$ cat config.mk
export PLATFORM = sky130hd
export DESIGN_NAME = ntt_intt_coef_loader
export DESIGN_NICKNAME = d
export VERILOG_FILES = /design/src/rtl/ntt_intt_coef_loader.sv
export SDC_FILE = /design/constraint.sdc
export NUM_CORES = 1
export LEC_CHECK = 0
export ABC_AREA = 1
export CAP_MARGIN = 40
export CORE_UTILIZATION = 50
export CTS_CLUSTER_SIZE = 20
export DETAILED_ROUTE_END_ITERATION = 10
export MAX_ROUTING_LAYER = met4
export PLACE_DENSITY = 0.86
export SYNTH_ARGS = -nofsm -noshare
export SYNTH_HDL_FRONTEND = slang
export SYNTH_SLANG_ARGS = --single-unit
$ cat constraint.sdc
create_clock -name clk_i -period 2.35 [get_ports clk_i]
set_input_delay 0.705 -clock clk_i [delete_from_list [all_inputs] [get_ports clk_i]]
set_output_delay 0.705 -clock clk_i [all_outputs]
set_load 0.02 [all_outputs]
$ cat src/rtl/ntt_intt_coef_loader.sv
// Coefficient loader in front of the NTT/INTT datapath.
// Unpacks host words into two reduced coefficients and fills poly RAM.
module ntt_intt_coef_loader #(
  parameter int Q       = 3329,
  parameter int COEF_W  = 12,
  parameter int N_WORDS = 128,
  parameter int ADDR_W  = 7
) (
  input  logic                  clk_i,
  input  logic                  rst_i,
  input  logic                  load_i,
  input  logic                  abort_i,
  input  logic                  word_valid_i,
  input  logic [31:0]           word_i,
  input  logic                  consume_i,
  output logic                  wr_en_o,
  output logic [ADDR_W-1:0]     wr_addr_o,
  output logic [2*COEF_W-1:0]   wr_data_o,
  output logic                  busy_o,
  output logic                  full_o,
  output logic                  loaded_o,
  output logic [ADDR_W:0]       count_o,
  output logic                  ovf_o,
  input  logic                  ovf_clr_i
);

  typedef enum logic [1:0] {
    IDLE = 2'd0,
    LOAD = 2'd1,
    FULL = 2'd2
  } state_e;

  localparam logic [ADDR_W:0]   CNT_MAX  = (ADDR_W+1)'(N_WORDS);
  localparam logic [ADDR_W-1:0] ADDR_TOP = ADDR_W'(N_WORDS - 1);
  localparam logic [COEF_W-1:0] Q_C      = COEF_W'(Q);

  state_e              state_q, state_d;
  logic [ADDR_W:0]     count_q, count_d;
  logic                wr_en_q, wr_en_d;
  logic [ADDR_W-1:0]   wr_addr_q, wr_addr_d;
  logic [2*COEF_W-1:0] wr_data_q, wr_data_d;
  logic                ovf_q, ovf_d;

  logic [COEF_W-1:0]   coef_even;
  logic [COEF_W-1:0]   coef_odd;
  logic                last_wr;
  logic                unused_word_bits;

  // One conditional subtraction suffices since inputs are below 2*Q.
  function automatic logic [COEF_W-1:0] reduce(input logic [COEF_W-1:0] c);
    return (c >= Q_C) ? c - Q_C : c;
  endfunction

  assign coef_even = reduce(word_i[COEF_W-1:0]);
  assign coef_odd  = reduce(word_i[16+COEF_W-1:16]);
  assign unused_word_bits = ^{word_i[31:28], word_i[15:12]};

  // The write of the top address is the one that completes the polynomial.
  assign last_wr = wr_en_q && (wr_addr_q == ADDR_TOP);

  // Next state, accept decision, write pipeline and overflow flag.
  always_comb begin
    logic ovf_set;
    state_d   = state_q;
    count_d   = count_q;
    wr_en_d   = 1'b0;
    wr_addr_d = wr_addr_q;
    wr_data_d = wr_data_q;
    ovf_set   = 1'b0;

    if (abort_i) begin
      state_d = IDLE;
      count_d = '0;
    end else if (load_i) begin
      state_d = LOAD;
      count_d = '0;
    end else begin
      unique case (state_q)
        IDLE: begin
          ovf_set = word_valid_i;
        end
        LOAD: begin
          if (last_wr) state_d = FULL;
          if (word_valid_i) begin
            if (count_q < CNT_MAX) begin
              wr_en_d   = 1'b1;
              wr_addr_d = count_q[ADDR_W-1:0];
              wr_data_d = {coef_odd, coef_even};
              count_d   = count_q + (ADDR_W+1)'(1);
            end else begin
              ovf_set = 1'b1;
            end
          end
        end
        FULL: begin
          if (consume_i) state_d = IDLE;
          else           ovf_set = word_valid_i;
        end
        default: state_d = IDLE;
      endcase
    end

    if (ovf_set)        ovf_d = 1'b1;
    else if (ovf_clr_i) ovf_d = 1'b0;
    else                ovf_d = ovf_q;
  end

  // State and output registers, cleared asynchronously.
  always_ff @(posedge clk_i or posedge rst_i) begin
    if (rst_i) begin
      state_q   <= IDLE;
      count_q   <= '0;
      wr_en_q   <= 1'b0;
      wr_addr_q <= '0;
      wr_data_q <= '0;
      ovf_q     <= 1'b0;
    end else begin
      state_q   <= state_d;
      count_q   <= count_d;
      wr_en_q   <= wr_en_d;
      wr_addr_q <= wr_addr_d;
      wr_data_q <= wr_data_d;
      ovf_q     <= ovf_d;
    end
  end

  assign wr_en_o   = wr_en_q;
  assign wr_addr_o = wr_addr_q;
  assign wr_data_o = wr_data_q;
  assign busy_o    = (state_q == LOAD);
  assign full_o    = (state_q == FULL);
  assign loaded_o  = last_wr;
  assign count_o   = count_q;
  assign ovf_o     = ovf_q;

endmodule
== Yosys cells after proc, flatten, opt, wreduce, memory -nomap -nowiden ==
Index checks and enable logic that the tools add are counted.
Word-level totals
  register bits after elaboration: 43
  output and inout bits: 44
  logic and storage cells: 54
  bits of input ports: 39
Operators by class
  bitwise operators: 2
  eq/ne operators: 6
  add/subtract/negate cells: 3
  reduce and logical (&&, ||, !) cells: 9
  multiplexer cells: 25
  $lt $le $gt $ge: 3
Operators by type and width (count)
  8-bit two-way mux: 5
  12-bit >= comparator, second input constant: 2
  12-bit two-way mux: 2
  12-bit subtractor, second input constant: 2
  1-bit two-way mux: 12
  3-bit nonzero test: 3
  8-bit by 1-bit adder with 8-bit output, second input constant: 1
  8-bit less-than comparator, second input constant: 1
  2-bit two-way mux: 4
  7-bit == test, second input constant: 1
  2-bit one-hot mux with 3 select lines: 1
  3-bit AND reduction: 2
  5-bit AND reduction: 1
  4-bit by 3-bit inequality test with 1-bit output, second input constant: 1
  4-bit inequality test, second input constant: 1
  3-bit inequality test, second input constant: 1
  1-bit one-hot mux with 3 select lines: 1
  2-bit by 1-bit == test with 1-bit output, second input constant: 1
  2-bit == test, second input constant: 1
  2-bit zero test: 1
  1-bit inverter: 2
  2-bit nonzero test: 1
  1-bit logical AND: 1

== Longest topological paths before layout ==
  depth in word-level cells: 7
  gate-level depth with buffers: 11
  gate-level depth less buffers: 11

== Worst setup path after synthesis ==
Ideal clock, no wire load.
  kind: in2reg
  start: in word_i[17]
  end: reg wr_data_q[21], in the netlist wr_data_o[21]
  cell stages on the path: 9
  required time: 2.233 ns
  library setup time: 0.117 ns
  buffers on the path: 0
  setup slack: 0.565 ns
  arrival: 1.669 ns
  cells stage by stage: inv_1 ha_1 nand2_4 o21ai_4 nand2_4 nand2_1 nand2_1 nand2_1 nand2_1
Between the ends
  word-level cells in the longest chain between the ends: 2
  elaborated cells between the ends (all ways): 3
  those cells by class: add/sub (1); order compare (1); mux (1)
RTL lines
  start, declared: RTL line 14  | input logic [31:0] word_i,
  12-bit subtractor or 12-bit >= comparator (tied branches): RTL line 51  | return (c >= Q_C) ? c - Q_C : c;
  12-bit two-way mux *: RTL line 51
  end signal, assigned: RTL line 122  | wr_data_q <= wr_data_d;
  end, declared: RTL line 41  | logic [2*COEF_W-1:0] wr_data_q, wr_data_d;
Every way passes the cells marked *; elsewhere a longest branch is shown, timed or not.
A chain may end at the register's enable or synchronous reset.

== Final worst setup path ==
  start: reg state_q[1]
  end: out full_o
Between the ends
  word-level cells in the longest chain between the ends: 1
RTL lines
  start, declared: RTL line 37  | state_e state_q, state_d;
  start signal, assigned: RTL line 118  | state_q <= state_d;
  2-bit == test: RTL line 131  | assign full_o = (state_q == FULL);
  end, declared: RTL line 20  | output logic full_o,
Every way passes these cells.

==> impl_results.md <==
* Setup TNS at 0 ns
* Post-synth top area share at 42.03%
* Lkg Pwr at roughly 1.8 nW
* Placed cell areas at 3503 sq um
* Total Power Consumption at 2.177 mW
* DRT Pass-1 Iters at 6
* Average cell area after synthesis at 7.507 sq um
* CP max stage cell: clkdlybuf4s50_1
* Post-synthesis cell area at 2560 sq um
* Vias at 2534
* Wire length per cell at 12.26 um
* Net Switching at about 660 uW
* WL final at 6.132 mm
* # fillers at 391
* Yosys reg bits at 43
* Top post-synthesis cells by area: dfrtp_1, nand2_1, nand3_1, inv_1, xor2_1
* Slew Viols, Final at 0
* Post-Syn Instances at 341
* DP HPWL at 4.702 mm
* Initial antenna violation count at 0
* Footprint of the multi-input gates at 1299 sq um
* Slew headroom at 57.91%
* Max FO, Critical Path at 3
* Worst slew pin tran at ~0.63 ns
* Ports at slightly above 80
* Power Density at 601.5 nW/um^2
* Sw Ratio at a little under a third
* Via density at 5.068
* Worst skew pair latency at 0.30 ns
* Syn. warnings at 0
* Total GRT Usage at 25.35%
* Area growth syn-to-layout at 41.40%
* Setup Skew at 0.009707 ns
* Antenna Nets Post-Route at 0
* DRT iter0 DRCs at 122
* Layout cells sized above 1 at 11.32%
* Status: complete, no violations
* P_int at 1.515 mW
* PortBufs at 74
* RSZ-0062 raised after global routing: false
* Combinational share of power at 31.0%
* CP endpoint kind: output port
* Sequential Area at between 1000 and 1500 sq um
* Clk buf depth at 2
* CP peak stage delay at 0.62 ns
* RD Place Congestion at roughly 0.9
* Crit-path cells: inv_1, nor2_1, clkdlybuf4s50_1
* Startpoint Class: register
* Max Cap Viol at 0
* Nets at between 400 and 500
* Seq/Total Area, Yosys at 42.03%
* First-pass GRT wire length at 10.34 mm
* FP Rows at 25
* Data required, critical path at approximately 1.6 ns
* Worst vdd ir at 405.0 uV
* # DRC at 0
* Largest net degree at the start of global routing at 29
* Core area at 4817 sq um
* Vias in the first global route at 2336
* Hold Crit Class: reg2reg
* Remaining global-route overflow at 0
* Post CTS Setup Buffer Count at 0
* H-Tree Depth at 2
* Clock share of power at 27.4%
* Final instance area at 3620 sq um
* Area leader, netlist: dfrtp_1
* Initial Util at 53.14%
* Syn Nets at 385
* Synth unique cells at 30
* Total CTS buffers at 5
* DIE WIDTH at 73.56 um
* CTS sink cnt at 43
* Root buf cell: clkbuf_8
* CP Class: reg2out
* Die area at 5410 sq um
* Fin crit share at 96.22%
* Die H at approximately 74 um
* CTS clk-pin slew, worst paths at roughly 0.09 ns
* CTS tree: built
* Final setup viols at 0
* Pre-CTS setup slack at -0.06435 ns
* Min Clock Period, post-route at 2.261 ns
* Worst EP arrival at 1.56 ns
* # diodes at 0
* Final Hold Fails at 0
* Final Worst Setup Slack at 0.08888 ns
* F_max at 442.3 MHz
* Reg power frac at a little over two fifths
-- registers in the layout, indices dropped and copies added, names as in the netlist --
name	cells
wr_data_o	24
count_o	8
wr_addr_o	7
state_q	2
ovf_o	1
wr_en_o	1
-- final cells by class --
type                       instances  area share [%]
clock buffer                       6           2.281
clock inverter                     2          0.9679
inverter                          35           3.629
multi-input combinational        255           35.88
sequential                        43           29.73
tap                               67           2.316
timing repair buffer              92           25.20
-- path summary, 6_finish.rpt --
| check | start | cells past startpoint | to | slack (ns) |
|---|---|---|---|---|
| max | state_q[1] | 3 | full_o | 0.09 |
| min | wr_data_o[4] | 2 | wr_data_o[4] | 0.48 |
| max reg2reg | state_q[1] | 8 | wr_data_o[1] | 0.96 |
| min reg2reg | wr_data_o[4] | 2 | wr_data_o[4] | 0.48 |
| max in group asynchronous | rst_i | 3 | count_o[1] | 1.14 |
| min in group asynchronous | rst_i | 2 | wr_data_o[18] | 0.71 |
-- timing repair --
item | 4_1_cts | 5_1_grt
endpoints found under the setup margin | 1 | 0
resized for setup | 1 | 0
hold buffers | 0 | 0
-- worst max-delay path: cells and delay by family (launching register included) --
kind | cells | cell delay [ns]
DFF | 1 | 0.41
and+or+nand+nor | 1 | 0.13
buffers and inverters | 2 | 0.71
-- metal layers --
layer  global-route usage, %  vias up  routed length (um)
li1                        -     1275                   -
met5                       -        -                   0
met3                   3.978        5                 300
met2                   43.83       80                3083
met4                   4.487        0                  42
met1                   31.69     1174                2705
-- logic make-up after synthesis --
kind of cell	share of synthesized area (%)
and+or+nand+nor	36.80
buffers and inverters	7.233
DFF	42.03
AOI/OAI and AO/OA	7.380
xor gates and xnor gates	4.106
adders and majority gates	2.444
-- cell usage after synthesis, drive strengths merged --
cell     instances
nand2          131
dfrtp           43
nand3           37
inv             35
nor2            27
o21ai           21
xor2             9
a21oi            8
buf              7
nand4            6
ha               5
xnor2            3
nand3b           2
nor3             2
o22ai            2
clkbuf           1
o2111ai          1
o21a             1
-- through the flow --
stage / hold WS, ns / utilization, % / std cells
3_3_place_gp: 0.4619 / 72.73 / 492
6_report: 0.4805 / 75.14 / 500
2_1_floorplan: 0.5836 / - / 341
4_1_cts: 0.4866 / 75.14 / 500
3_5_place_dp: 0.4652 / 72.73 / 492
5_1_grt: 0.5012 / 75.14 / 500
-- power groups by stage --
stage / clock, mW / sequential, mW / combinational, mW
finish: 0.596 / 0.906 / 0.676
global route: 0.630 / 0.920 / 0.737
CTS: 0.610 / 0.907 / 0.682
detailed placement: 0 / 0.918 / 0.678
global placement: 0 / 0.918 / 0.665
floorplan: 0 / 1.04 / 0.206
-- cells in the final DEF (no fill, tap or decap) --
cell / instances
bufinv_16: 1
buf_12: 3
nor2_1: 17
nand3_1: 36
clkinv_2: 1
o21ai_1: 13
o21ai_4: 1
dfrtp_1: 43
inv_1: 28
o21ai_0: 7
nor2_8: 1
nor2_2: 3
clkinv_1: 1
nor2_4: 6
nand2_2: 2
xnor2_1: 3
buf_4: 15
nand2_1: 127
nor3_1: 2
ha_1: 5
o22ai_1: 2
clkbuf_8: 6
nand3_4: 1
nand4_1: 6
a21oi_1: 7
clkdlybuf4s50_1: 73
o2111ai_1: 1
o21a_1: 1
inv_2: 6
xor2_1: 9
a21oi_2: 1
nand3b_1: 2
dlygate4sd2_1: 1
nand2_4: 2
Note: power is estimated with default switching activity, not from simulation.
